--- src/rtl/axi_burst_master_if.sv ---
// Bundle of the command port, the five AXI channels and the local source/sink
// RAM ports used by axi_burst_master.
interface axi_burst_master_if #(
    parameter int DATA_SIZE  = 16,
    parameter int LADDR_SIZE = 13
);
    logic                  cmd_valid, cmd_ready, cmd_write;
    logic [31:0]           cmd_addr;
    logic [7:0]            cmd_len;
    logic [LADDR_SIZE-1:0] cmd_laddr;

    logic [31:0]           awaddr;
    logic [7:0]            awlen;
    logic [2:0]            awsize;
    logic [1:0]            awburst;
    logic                  awvalid, awready;

    logic [63:0]           wdata;
    logic [7:0]            wstrb;
    logic                  wlast, wvalid, wready;

    logic [1:0]            bresp;
    logic                  bvalid, bready;

    logic [31:0]           araddr;
    logic [7:0]            arlen;
    logic [2:0]            arsize;
    logic [1:0]            arburst;
    logic                  arvalid, arready;

    logic [63:0]           rdata;
    logic [1:0]            rresp;
    logic                  rlast, rvalid, rready;

    logic [LADDR_SIZE-1:0] src_addr;
    logic [DATA_SIZE-1:0]  src_data;
    logic                  snk_wr;
    logic [LADDR_SIZE-1:0] snk_addr;
    logic [DATA_SIZE-1:0]  snk_data;
    logic                  done, err;

    modport master (
        input  cmd_valid, cmd_write, cmd_addr, cmd_len, cmd_laddr,
        output cmd_ready,
        output awaddr, awlen, awsize, awburst, awvalid,
        input  awready,
        output wdata, wstrb, wlast, wvalid,
        input  wready,
        input  bresp, bvalid,
        output bready,
        output araddr, arlen, arsize, arburst, arvalid,
        input  arready,
        input  rdata, rresp, rlast, rvalid,
        output rready,
        output src_addr,
        input  src_data,
        output snk_wr, snk_addr, snk_data, done, err
    );

    modport slave (
        output cmd_valid, cmd_write, cmd_addr, cmd_len, cmd_laddr,
        input  cmd_ready,
        input  awaddr, awlen, awsize, awburst, awvalid,
        output awready,
        input  wdata, wstrb, wlast, wvalid,
        output wready,
        output bresp, bvalid,
        input  bready,
        input  araddr, arlen, arsize, arburst, arvalid,
        output arready,
        output rdata, rresp, rlast, rvalid,
        input  rready,
        input  src_addr,
        output src_data,
        input  snk_wr, snk_addr, snk_data, done, err
    );
endinterface

--- src/rtl/axi_burst_master.sv ---
// Single-outstanding AXI INCR burst master moving 16-bit samples between a
// local RAM and a 64-bit AXI bus (write: RAM -> AXI, read: AXI -> RAM).
module axi_burst_master #(
    parameter int DATA_SIZE  = 16,
    parameter int LADDR_SIZE = 13
) (
    input  logic               a_clk,
    input  logic               a_rst_n,
    axi_burst_master_if.master bus
);
    typedef enum logic [2:0] {
        IDLE, W_ADDR, W_FETCH, W_DATA, W_RESP, R_ADDR, R_DATA, DONE
    } state_t;

    state_t                state;
    logic [31:0]           addr_q;
    logic [7:0]            len_q, beat;
    logic [LADDR_SIZE-1:0] laddr_q;
    logic [15:0]           samp_q;
    logic                  fetched;
    logic                  cmd_ready_q, awvalid_q, wvalid_q, bready_q;
    logic                  arvalid_q, rready_q, done_q, err_q;

    logic [31:0]           baddr;
    logic [1:0]            lane;
    logic                  last_beat;
    logic [15:0]           w_sample, r_sample;

    // Byte address of the current beat selects the 16-bit lane of the 64-bit bus.
    assign baddr     = addr_q + {23'd0, beat, 1'b0};
    assign lane      = baddr[2:1];
    assign last_beat = (beat == len_q);
    // RAM data is live in the first W_DATA cycle, then held locally for stalls.
    assign w_sample  = fetched ? samp_q : 16'(bus.src_data);
    assign r_sample  = bus.rdata[{lane, 4'b0} +: 16];

    assign bus.cmd_ready = cmd_ready_q;
    assign bus.awaddr    = addr_q;
    assign bus.awlen     = len_q;
    assign bus.awsize    = 3'b001;
    assign bus.awburst   = 2'b01;
    assign bus.awvalid   = awvalid_q;
    assign bus.wvalid    = wvalid_q;
    assign bus.wdata     = wvalid_q ? (64'(w_sample) << {lane, 4'b0}) : 64'd0;
    assign bus.wstrb     = wvalid_q ? (8'h03 << {lane, 1'b0}) : 8'd0;
    assign bus.wlast     = wvalid_q && last_beat;
    assign bus.bready    = bready_q;
    assign bus.araddr    = addr_q;
    assign bus.arlen     = len_q;
    assign bus.arsize    = 3'b001;
    assign bus.arburst   = 2'b01;
    assign bus.arvalid   = arvalid_q;
    assign bus.rready    = rready_q;
    assign bus.src_addr  = laddr_q + LADDR_SIZE'(beat);
    assign bus.snk_wr    = rready_q && bus.rvalid;
    assign bus.snk_addr  = laddr_q + LADDR_SIZE'(beat);
    assign bus.snk_data  = DATA_SIZE'(r_sample);
    assign bus.done      = done_q;
    assign bus.err       = err_q;

    always_ff @(posedge a_clk or negedge a_rst_n) begin
        if (!a_rst_n) begin
            state       <= IDLE;
            addr_q      <= '0;
            len_q       <= '0;
            laddr_q     <= '0;
            beat        <= '0;
            samp_q      <= '0;
            fetched     <= 1'b0;
            cmd_ready_q <= 1'b0;
            awvalid_q   <= 1'b0;
            wvalid_q    <= 1'b0;
            bready_q    <= 1'b0;
            arvalid_q   <= 1'b0;
            rready_q    <= 1'b0;
            done_q      <= 1'b0;
            err_q       <= 1'b0;
        end else begin
            case (state)
                IDLE: begin
                    cmd_ready_q <= 1'b1;
                    if (bus.cmd_valid && cmd_ready_q) begin
                        cmd_ready_q <= 1'b0;
                        addr_q      <= bus.cmd_addr;
                        len_q       <= bus.cmd_len;
                        laddr_q     <= bus.cmd_laddr;
                        beat        <= '0;
                        err_q       <= 1'b0;
                        if (bus.cmd_write) begin
                            awvalid_q <= 1'b1;
                            state     <= W_ADDR;
                        end else begin
                            arvalid_q <= 1'b1;
                            state     <= R_ADDR;
                        end
                    end
                end
                W_ADDR: if (bus.awready) begin
                    awvalid_q <= 1'b0;
                    state     <= W_FETCH;
                end
                W_FETCH: begin
                    wvalid_q <= 1'b1;
                    state    <= W_DATA;
                end
                W_DATA: begin
                    fetched <= 1'b1;
                    if (!fetched) samp_q <= 16'(bus.src_data);
                    if (bus.wready) begin
                        wvalid_q <= 1'b0;
                        fetched  <= 1'b0;
                        if (last_beat) begin
                            bready_q <= 1'b1;
                            state    <= W_RESP;
                        end else begin
                            beat  <= beat + 8'd1;
                            state <= W_FETCH;
                        end
                    end
                end
                W_RESP: if (bus.bvalid) begin
                    bready_q <= 1'b0;
                    err_q    <= (bus.bresp != 2'b00);
                    done_q   <= 1'b1;
                    state    <= DONE;
                end
                R_ADDR: if (bus.arready) begin
                    arvalid_q <= 1'b0;
                    rready_q  <= 1'b1;
                    state     <= R_DATA;
                end
                R_DATA: if (bus.rvalid) begin
                    // A premature or missing rlast is an error and also ends the burst.
                    if (bus.rresp != 2'b00 || bus.rlast != last_beat) err_q <= 1'b1;
                    if (bus.rlast || last_beat) begin
                        rready_q <= 1'b0;
                        done_q   <= 1'b1;
                        state    <= DONE;
                    end else begin
                        beat <= beat + 8'd1;
                    end
                end
                DONE: begin
                    done_q      <= 1'b0;
                    cmd_ready_q <= 1'b1;
                    state       <= IDLE;
                end
                default: state <= IDLE;
            endcase
        end
    end
endmodule

--- src/flat_wrapper.sv ---
// flat-port wrapper written by rule: the top's interface ports become plain ports
module axi_burst_master_flat 
#(
    parameter int DATA_SIZE  = 16,
    parameter int LADDR_SIZE = 13
)
  (a_clk, a_rst_n, bus_cmd_valid, bus_cmd_write, bus_cmd_addr, bus_cmd_len, bus_cmd_laddr, bus_cmd_ready, bus_awaddr, bus_awlen, bus_awsize, bus_awburst, bus_awvalid, bus_awready, bus_wdata, bus_wstrb, bus_wlast, bus_wvalid, bus_wready, bus_bresp, bus_bvalid, bus_bready, bus_araddr, bus_arlen, bus_arsize, bus_arburst, bus_arvalid, bus_arready, bus_rdata, bus_rresp, bus_rlast, bus_rvalid, bus_rready, bus_src_addr, bus_src_data, bus_snk_wr, bus_snk_addr, bus_snk_data, bus_done, bus_err);
  axi_burst_master_if #(.DATA_SIZE(DATA_SIZE), .LADDR_SIZE(LADDR_SIZE)) bus_i ();
  input  logic a_clk;
  input  logic a_rst_n;
  input wire logic [$bits(bus_i.cmd_valid)-1:0] bus_cmd_valid;
  input wire logic [$bits(bus_i.cmd_write)-1:0] bus_cmd_write;
  input wire logic [$bits(bus_i.cmd_addr)-1:0] bus_cmd_addr;
  input wire logic [$bits(bus_i.cmd_len)-1:0] bus_cmd_len;
  input wire logic [$bits(bus_i.cmd_laddr)-1:0] bus_cmd_laddr;
  output wire logic [$bits(bus_i.cmd_ready)-1:0] bus_cmd_ready;
  output wire logic [$bits(bus_i.awaddr)-1:0] bus_awaddr;
  output wire logic [$bits(bus_i.awlen)-1:0] bus_awlen;
  output wire logic [$bits(bus_i.awsize)-1:0] bus_awsize;
  output wire logic [$bits(bus_i.awburst)-1:0] bus_awburst;
  output wire logic [$bits(bus_i.awvalid)-1:0] bus_awvalid;
  input wire logic [$bits(bus_i.awready)-1:0] bus_awready;
  output wire logic [$bits(bus_i.wdata)-1:0] bus_wdata;
  output wire logic [$bits(bus_i.wstrb)-1:0] bus_wstrb;
  output wire logic [$bits(bus_i.wlast)-1:0] bus_wlast;
  output wire logic [$bits(bus_i.wvalid)-1:0] bus_wvalid;
  input wire logic [$bits(bus_i.wready)-1:0] bus_wready;
  input wire logic [$bits(bus_i.bresp)-1:0] bus_bresp;
  input wire logic [$bits(bus_i.bvalid)-1:0] bus_bvalid;
  output wire logic [$bits(bus_i.bready)-1:0] bus_bready;
  output wire logic [$bits(bus_i.araddr)-1:0] bus_araddr;
  output wire logic [$bits(bus_i.arlen)-1:0] bus_arlen;
  output wire logic [$bits(bus_i.arsize)-1:0] bus_arsize;
  output wire logic [$bits(bus_i.arburst)-1:0] bus_arburst;
  output wire logic [$bits(bus_i.arvalid)-1:0] bus_arvalid;
  input wire logic [$bits(bus_i.arready)-1:0] bus_arready;
  input wire logic [$bits(bus_i.rdata)-1:0] bus_rdata;
  input wire logic [$bits(bus_i.rresp)-1:0] bus_rresp;
  input wire logic [$bits(bus_i.rlast)-1:0] bus_rlast;
  input wire logic [$bits(bus_i.rvalid)-1:0] bus_rvalid;
  output wire logic [$bits(bus_i.rready)-1:0] bus_rready;
  output wire logic [$bits(bus_i.src_addr)-1:0] bus_src_addr;
  input wire logic [$bits(bus_i.src_data)-1:0] bus_src_data;
  output wire logic [$bits(bus_i.snk_wr)-1:0] bus_snk_wr;
  output wire logic [$bits(bus_i.snk_addr)-1:0] bus_snk_addr;
  output wire logic [$bits(bus_i.snk_data)-1:0] bus_snk_data;
  output wire logic [$bits(bus_i.done)-1:0] bus_done;
  output wire logic [$bits(bus_i.err)-1:0] bus_err;
  assign bus_i.cmd_valid = bus_cmd_valid;
  assign bus_i.cmd_write = bus_cmd_write;
  assign bus_i.cmd_addr = bus_cmd_addr;
  assign bus_i.cmd_len = bus_cmd_len;
  assign bus_i.cmd_laddr = bus_cmd_laddr;
  assign bus_cmd_ready = bus_i.cmd_ready;
  assign bus_awaddr = bus_i.awaddr;
  assign bus_awlen = bus_i.awlen;
  assign bus_awsize = bus_i.awsize;
  assign bus_awburst = bus_i.awburst;
  assign bus_awvalid = bus_i.awvalid;
  assign bus_i.awready = bus_awready;
  assign bus_wdata = bus_i.wdata;
  assign bus_wstrb = bus_i.wstrb;
  assign bus_wlast = bus_i.wlast;
  assign bus_wvalid = bus_i.wvalid;
  assign bus_i.wready = bus_wready;
  assign bus_i.bresp = bus_bresp;
  assign bus_i.bvalid = bus_bvalid;
  assign bus_bready = bus_i.bready;
  assign bus_araddr = bus_i.araddr;
  assign bus_arlen = bus_i.arlen;
  assign bus_arsize = bus_i.arsize;
  assign bus_arburst = bus_i.arburst;
  assign bus_arvalid = bus_i.arvalid;
  assign bus_i.arready = bus_arready;
  assign bus_i.rdata = bus_rdata;
  assign bus_i.rresp = bus_rresp;
  assign bus_i.rlast = bus_rlast;
  assign bus_i.rvalid = bus_rvalid;
  assign bus_rready = bus_i.rready;
  assign bus_src_addr = bus_i.src_addr;
  assign bus_i.src_data = bus_src_data;
  assign bus_snk_wr = bus_i.snk_wr;
  assign bus_snk_addr = bus_i.snk_addr;
  assign bus_snk_data = bus_i.snk_data;
  assign bus_done = bus_i.done;
  assign bus_err = bus_i.err;
  axi_burst_master #(.DATA_SIZE(DATA_SIZE), .LADDR_SIZE(LADDR_SIZE)) u_core (.a_clk(a_clk), .a_rst_n(a_rst_n), .bus(bus_i));
endmodule
--- config.mk ---
export PLATFORM = sky130hd
export DESIGN_NAME = axi_burst_master_flat
export DESIGN_NICKNAME = d
export VERILOG_FILES = /design/src/rtl/axi_burst_master_if.sv /design/src/rtl/axi_burst_master.sv /design/src/flat_wrapper.sv
export SDC_FILE = /design/constraint.sdc
export NUM_CORES = 1
export LEC_CHECK = 0
export ABC_AREA = 1
export BUFFER_PORTS_ARGS = -buffer_cell sky130_fd_sc_hd__buf_2
export CAP_MARGIN = 15
export CORE_AREA = 4 4 137 139
export DETAILED_ROUTE_END_ITERATION = 10
export DIE_AREA = 0 0 141 143
export PLACE_DENSITY = 0.75
export SLEW_MARGIN = 20
export SYNTH_ARGS = -nofsm -noshare
export SYNTH_HDL_FRONTEND = slang
export SYNTH_SLANG_ARGS = --single-unit
--- constraint.sdc ---
create_clock -name a_clk -period 2.5 [get_ports a_clk]
set_input_delay 0.5 -clock a_clk [delete_from_list [all_inputs] [get_ports a_clk]]
set_output_delay 0.5 -clock a_clk [all_outputs]
set_load 0.05 [all_outputs]
==> flow_summary.rst, run 1 <==
.. list-table::
   :header-rows: 1

   * - Metric
     - Value
   * - Result of the run
     - complete, but fails checks
   * - Violated checks
     - negative setup slack
   * - Count of cell types in the netlist
     - 37
   * - Clock Path Buffers
     - 2
   * - Core area
     - 0.0177 mm2
   * - Via count of the first global-routing pass
     - 6,777
   * - Number of antenna violations at the first check in global routing
     - 2
   * - Die boundary height
     - 143 um
   * - Overall fraction of global-route tracks in use
     - 21.5%
   * - Required time of the worst setup path
     - 2000 ps
   * - Sum of overflow across all layers after global routing
     - 0
   * - Global-route wire length before repair
     - 34.8 mm
   * - Endpoint arrival time on the critical path
     - 2160 ps
   * - Fmax achieved
     - 375 MHz
   * - Setup repair after global routing missed its margin
     - yes
   * - Worst slack, placed
     - 32.6 ps
   * - Fin. Hold Viols
     - 0
   * - Synthesis-to-finish area growth
     - 68.0%
   * - Count of port buffers added during placement
     - 350
   * - Post-Layout Inst Area
     - 0.0103 mm2
   * - Primary flip-flop cell chosen by synthesis mapping
     - sky130_fd_sc_hd__dfrtp_1
   * - Yosys Warn Count
     - 0
   * - Type of element launching the critical path
     - flop
   * - H-tree levels
     - 3
   * - CTS buffer count
     - 9
   * - Worst-Skew Late Latency
     - 350 ps
   * - Number of nets at the end of the flow
     - 1,333
   * - Crit path kind
     - flop to output pin
   * - Average routed wire per standard cell
     - 17.9 um
   * - Fraction of layout cells with a size suffix above 1
     - 50.0%
   * - Remaining number of nets flagged by the antenna check after routing
     - 0
   * - Pin count of the biggest net entering global routing
     - 49
   * - End-of-flow core utilization
     - 58.1%
   * - Cell at the root of the clock tree
     - sky130_fd_sc_hd__clkbuf_16
   * - Count of mapped cells out of synthesis
     - 834
   * - Cell area after technology mapping
     - 0.00611 mm2
   * - Number of clock sinks seen by CTS
     - 89
   * - Average size of a mapped cell
     - 7.32 um2
   * - CP max FO
     - 4
   * - Via-per-instance ratio
     - 4.97
   * - Horizontal extent of the die
     - 141 um
   * - DRT Pass-1 Iters
     - 5
   * - Final min period
     - 2660 ps
   * - Residual DRC
     - 0
   * - Layout Skew
     - 9.95 ps
   * - Final Worst Setup Slack
     - -164 ps
   * - Share of flip-flops with an asynchronous set or reset after synthesis
     - 100%
   * - CTS tree
     - built
   * - Row count
     - 49
   * - Routability congestion estimate
     - 0.873
   * - # Max-Cap Violations
     - 0
   * - Number of synthesized flops with an enable pin
     - 0
   * - Slew @ Worst Pin
     - 921 ps
   * - Clock-pin slew of the registers on the worst-case setup and hold paths
     - 80 ps
   * - Portion of the post-synthesis area used by sequential elements
     - 36.5%
   * - Post-placement cell area
     - 0.00809 mm2
   * - # setup viols final
     - 84
   * - Fin Hold WS
     - 127 ps
   * - Worst slew margin relative to its limit
     - 37.4%
   * - Crit path capture type
     - output pin
   * - Fill cell instance count of the final layout
     - 1,466
   * - Final HPWL from detailed placement
     - 15.7 mm
   * - Post-route fraction of the period consumed by the critical path
     - 107%
   * - Die area
     - 0.0202 mm2
   * - Register bit count reported by yosys
     - 89
   * - Max-slew violation count
     - 0
   * - Sum of routed wire length over all layers
     - 25.3 mm
   * - Drt first-iter violations
     - 378
   * - Top-level I/O count
     - 361
   * - Count of vias placed by the detailed router
     - 7,006
   * - Initial standard-cell utilization of the core
     - 34.6%
   * - HP Class
     - input pin to async pin
## layout by cell type (no fill, tap or decap), types with 24 or more instances in the layout
cell,count
sky130_fd_sc_hd__buf_2,238
sky130_fd_sc_hd__buf_4,46
sky130_fd_sc_hd__buf_6,73
sky130_fd_sc_hd__buf_8,44
sky130_fd_sc_hd__dfrtp_1,85
sky130_fd_sc_hd__inv_1,50
sky130_fd_sc_hd__nand2_1,276
sky130_fd_sc_hd__nand3_1,54
sky130_fd_sc_hd__nand4_1,24
sky130_fd_sc_hd__nor2_4,61
sky130_fd_sc_hd__o21ai_0,35
## registers in the layout, summed over array words and instances (netlist names), 3 cells and up
name and count:
u_core.laddr_q 13, u_core.samp_q 16, u_core.bus.araddr 32, u_core.beat 8, u_core.bus.arlen 8, u_core.state 3
## routing by layer
| metal | vias to the layer above | global-route usage, % | routed length (um) |
|---|---|---|---|
| met3 | 102 | 4.19 | 2050 |
| met2 | 360 | 38.1 | 13000 |
| met5 | - | 0 | 0 |
| li1 | 3261 | - | - |
| met4 | 0 | 9.23 | 1200 |
| met1 | 3283 | 25.3 | 9000 |
## through the flow
step	std cells	setup TNS (ps)
after detailed placement	1354	0
final	1410	-5540
after global placement	1354	0
after global routing	1410	-12690
after CTS	1391	-6740
after floorplan	842	-603
## synth_stat cells, drive strengths merged (2+ instances only)
library cell / n / area (um2)
buf: 91 / 658
mux2i: 16 / 160
nand3: 61 / 345
clkbuf: 9 / 33.8
nand3b: 3 / 22.5
nor3b: 3 / 22.5
xor2: 8 / 70.1
nor3: 3 / 15.0
nand4: 24 / 150
dfrtp: 89 / 2230
o31ai: 2 / 15.0
ha: 11 / 138
inv: 60 / 225
conb: 2 / 7.51
o211ai: 2 / 15.0
xnor2: 5 / 43.8
a21oi: 8 / 40.0
nand2: 301 / 1190
o21ai: 37 / 185
nor2: 93 / 488
## cells by family (layout without fill, tap and decap cells)
| logic type | after synthesis | in the layout | share of synthesized area (%) |
|---|---|---|---|
| and+or+nand+nor | 489 | 494 | 36.6 |
| buffers and inverters | 160 | 492 | 15.0 |
| DFF | 89 | 89 | 36.5 |
| AOI/OAI and AO/OA | 53 | 53 | 4.69 |
| muxes | 16 | 16 | 2.62 |
| xor gates and xnor gates | 13 | 13 | 1.86 |
| adders and majority gates | 12 | 12 | 2.58 |
| other | 2 | 12 | 0.123 |
## worst max-delay path, cell delays in order (launching register included)
cell                      delay (ps)
sky130_fd_sc_hd__dfrtp_1         390
sky130_fd_sc_hd__ha_2            200
sky130_fd_sc_hd__inv_2            40
sky130_fd_sc_hd__fa_2            360
sky130_fd_sc_hd__o21ai_4         190
sky130_fd_sc_hd__buf_4           150
sky130_fd_sc_hd__a21oi_4          60
sky130_fd_sc_hd__xor2_4          170
sky130_fd_sc_hd__buf_6           130
sky130_fd_sc_hd__buf_12          130
## area by class of cell
class	instances	area [um2]	area share, %
multi-input cells	598	3850	37.5
repair buffers	416	3330	32.5
flip-flops and latches	89	2230	21.8
well taps	229	287	2.79
inverters	60	244	2.38
clock buffers	9	225	2.20
clock inverters	7	81.3	0.793
diodes	2	5.00	0.0488
## repair_timing
action / CTS / global route
gates cloned: 6 / 3
setup endpoints to repair: 106 / 111
hold buffers: 0 / 0
buffers inserted: 15 / 14
pin swaps: 16 / 19
gates resized for setup: 215 / 195
## final timing paths
path	from	end	slack (ps)	cells past startpoint
worst min register to register	u_core.bus.araddr[12]	u_core.bus.araddr[12]	490	2
max in group asynchronous	a_rst_n	u_core.bus.wvalid	1690	2
worst min-delay path	a_rst_n	u_core.bus.araddr[12]	130	1
min in group a_clk	bus_cmd_addr[5]	u_core.bus.araddr[5]	340	3
worst max register to register	u_core.beat[0]	u_core.bus.err	360	13
worst max-delay path	u_core.beat[0]	bus_snk_addr[6]	-160	9
Power of run 1 is left out: the tool's default activity adds up to more than one toggle a clock period on the data nets, which glitch-free logic cannot reach.
==> run 2: changes to the inputs <==
--- a/config.mk
+++ b/config.mk
@@ -11,6 +11,7 @@
 export CORE_AREA = 4 4 137 139
 export DETAILED_ROUTE_END_ITERATION = 10
 export DIE_AREA = 0 0 141 143
+export MAX_ROUTING_LAYER = met4
 export PLACE_DENSITY = 0.75
 export SLEW_MARGIN = 20
 export SYNTH_ARGS = -nofsm -noshare
==> flow_summary.rst, run 2 (synthesis gave the netlist of run 1 again) <==
.. list-table::
   :header-rows: 1

   * - Metric
     - Value
   * - Global-route wire length before repair
     - 34.8 mm (about the same)
   * - # Max-Cap Violations
     - 0 (unchanged)
   * - DRT Pass-1 Iters
     - 5 (unchanged)
   * - Number of clock sinks seen by CTS
     - 89 (unchanged)
   * - Result of the run
     - complete, but fails checks
   * - Residual DRC
     - 0 (unchanged)
   * - Via count of the first global-routing pass
     - 6,778 (+0.015%)
   * - Routability congestion estimate
     - 0.888 (+1.6%)
   * - Horizontal extent of the die
     - 141 um (unchanged)
   * - Die boundary height
     - 143 um (unchanged)
   * - Violated checks
     - negative setup slack
   * - # setup viols final
     - 87 (+3.6%)
   * - Largest register FFs
     - 32 (unchanged)
   * - Fmax achieved
     - 375 MHz (about the same)
   * - HP Class
     - input pin to async pin
   * - Final HPWL from detailed placement
     - 15.7 mm (unchanged)
   * - Required time of the worst setup path
     - 2000 ps (about the same)
   * - Overall fraction of global-route tracks in use
     - 22.1% (+0.66 points)
   * - Via-per-instance ratio
     - 4.96 (-0.11%)
   * - CTS tree
     - built
   * - Number of antenna violations at the first check in global routing
     - 2 (unchanged)
   * - Clock Path Buffers
     - 2 (unchanged)
   * - Cell at the root of the clock tree
     - sky130_fd_sc_hd__clkbuf_16
   * - Top-level I/O count
     - 361 (unchanged)
   * - Drt first-iter violations
     - 381 (+0.79%)
   * - Row count
     - 49 (unchanged)
   * - Die area
     - 0.0202 mm2 (unchanged)
   * - CP max FO
     - 4 (unchanged)
   * - Core area
     - 0.0177 mm2 (unchanged)
   * - Leading cell type in the layout, fill and taps excluded
     - sky130_fd_sc_hd__nand2_1
   * - Fin Hold WS
     - 134 ps (+6.73 ps)
   * - Fraction of layout cells with a size suffix above 1
     - 50.0% (unchanged)
   * - Max-slew violation count
     - 0 (unchanged)
   * - Worst slew margin relative to its limit
     - 44.2% (+6.8 points)
   * - Setup repair after global routing missed its margin
     - yes
   * - Crit Reg-Reg Endpoint
     - u_core.bus.err
   * - Pin count of the biggest net entering global routing
     - 49 (unchanged)
   * - Layout Skew
     - 11.9 ps (+1.93 ps)
   * - Fill cell instance count of the final layout
     - 1,473 (+0.48%)
   * - Type of element launching the critical path
     - flop
   * - Commonest cells after routing, fill and taps aside
     - sky130_fd_sc_hd__nand2_1, sky130_fd_sc_hd__buf_2, sky130_fd_sc_hd__dfrtp_1
   * - Initial standard-cell utilization of the core
     - 34.6% (unchanged)
   * - Path depth of the worst reg2reg path
     - 13 (unchanged)
   * - Count of port buffers added during placement
     - 350 (unchanged)
   * - Clock-pin slew of the registers on the worst-case setup and hold paths
     - 80 ps (about the same)
   * - Crit path capture type
     - output pin
   * - Count of vias placed by the detailed router
     - 6,998 (-0.11%)
   * - Remaining number of nets flagged by the antenna check after routing
     - 0 (unchanged)
   * - Synthesis-to-finish area growth
     - 67.8% (about the same)
   * - Post-route fraction of the period consumed by the critical path
     - 107% (about the same)
   * - Worst-Skew Late Latency
     - 350 ps (about the same)
   * - Final Worst Setup Slack
     - -165 ps (-1.67 ps)
   * - Endpoint arrival time on the critical path
     - 2170 ps (about the same)
   * - Worst R2R Start
     - u_core.beat[0]
   * - CTS buffer count
     - 9 (unchanged)
   * - H-tree levels
     - 3 (unchanged)
   * - Sum of overflow across all layers after global routing
     - 0 (unchanged)
   * - Average routed wire per standard cell
     - 17.7 um (-1.1%)
   * - Fin. Hold Viols
     - 0 (unchanged)
   * - Internal reg-to-reg setup slack
     - 360 ps (about the same)
   * - Slew @ Worst Pin
     - 821 ps (-99.8 ps)
   * - Sum of routed wire length over all layers
     - 25.0 mm (-1.1%)
   * - Crit path kind
     - flop to output pin
   * - Number of nets at the end of the flow
     - 1,333 (unchanged)
   * - Final min period
     - 2670 ps (+1.67 ps)
run 2: cell types whose count changed in the layout (fill, tap and decap cells not counted):
| cell | before | now |
|---|---|---|
| sky130_fd_sc_hd__nor2_4 | 61 | 60 |
| sky130_fd_sc_hd__buf_8 | 44 | 43 |
| sky130_fd_sc_hd__nor2_2 | 10 | 11 |
| sky130_fd_sc_hd__buf_6 | 73 | 74 |
run 2: worst max-delay path: stages (launching register included):
cell and delay, ps:
sky130_fd_sc_hd__dfrtp_1 430, sky130_fd_sc_hd__ha_4 290, sky130_fd_sc_hd__a21oi_2 220, sky130_fd_sc_hd__o21ai_4 100, sky130_fd_sc_hd__buf_4 150, sky130_fd_sc_hd__a21oi_4 170
sky130_fd_sc_hd__xor2_4 200, sky130_fd_sc_hd__buf_6 130, sky130_fd_sc_hd__buf_12 120
run 2: metal layers:
metal	global-route usage [%]	share of wire (%)
met2	38.2	52
met1	25.6	35
met3	3.78	7.9
met5	-	0
met4	9.23	4.4
run 2: repair_timing:
action | in CTS | in global routing
hold buffers | 0 | 0
setup buffers | 15 | 14
setup endpoints to repair | 106 | 111
gates cloned | 6 | 3
resized for setup | 215 | 193
pin swaps | 16 | 19
endpoints found under the hold margin | 0 | 0
run 2: worst max path at each step:
| stage | startpoint | to | slack [ps] | depth (start not counted) |
|---|---|---|---|---|
| 2_1_floorplan | u_core.beat[0] | bus_src_addr[2] | -270 | 5 |
| 3_3_place_gp | u_core.beat[1] | bus_wdata[50] | 60 | 8 |
| 3_5_place_dp | u_core.beat[1] | bus_wstrb[6] | 30 | 8 |
| 4_1_cts | u_core.beat[0] | bus_snk_addr[10] | -260 | 9 |
| 5_1_grt | u_core.beat[0] | bus_src_addr[10] | -270 | 9 |
| 6_report | u_core.laddr_q[3] | bus_snk_addr[6] | -170 | 8 |
run 2: final cells by class:
cell class	instances	area, um2	share of cell area, %
multi-input cells	598	3840	37.5
repair buffers	416	3330	32.5
flip-flops and latches	89	2230	21.8
well taps	229	287	2.80
inverters	60	244	2.38
clock buffers	9	225	2.20
clock inverters	7	81.3	0.794
diodes	2	5.00	0.0488
run 2: metrics by stage:
step	util, %	instances	TNS, ps	setup slack, ps	area (um2)
after global routing	58.0	1410	-12940	-268	10200
after global placement	45.8	1354	0	64.4	8090
after CTS	53.4	1391	-6740	-256	9430
after floorplan	-	842	-603	-272	6460
final	58.0	1410	-5550	-165	10200
after detailed placement	45.8	1354	0	32.6	8090
Power of run 2 is left out for the same reason.
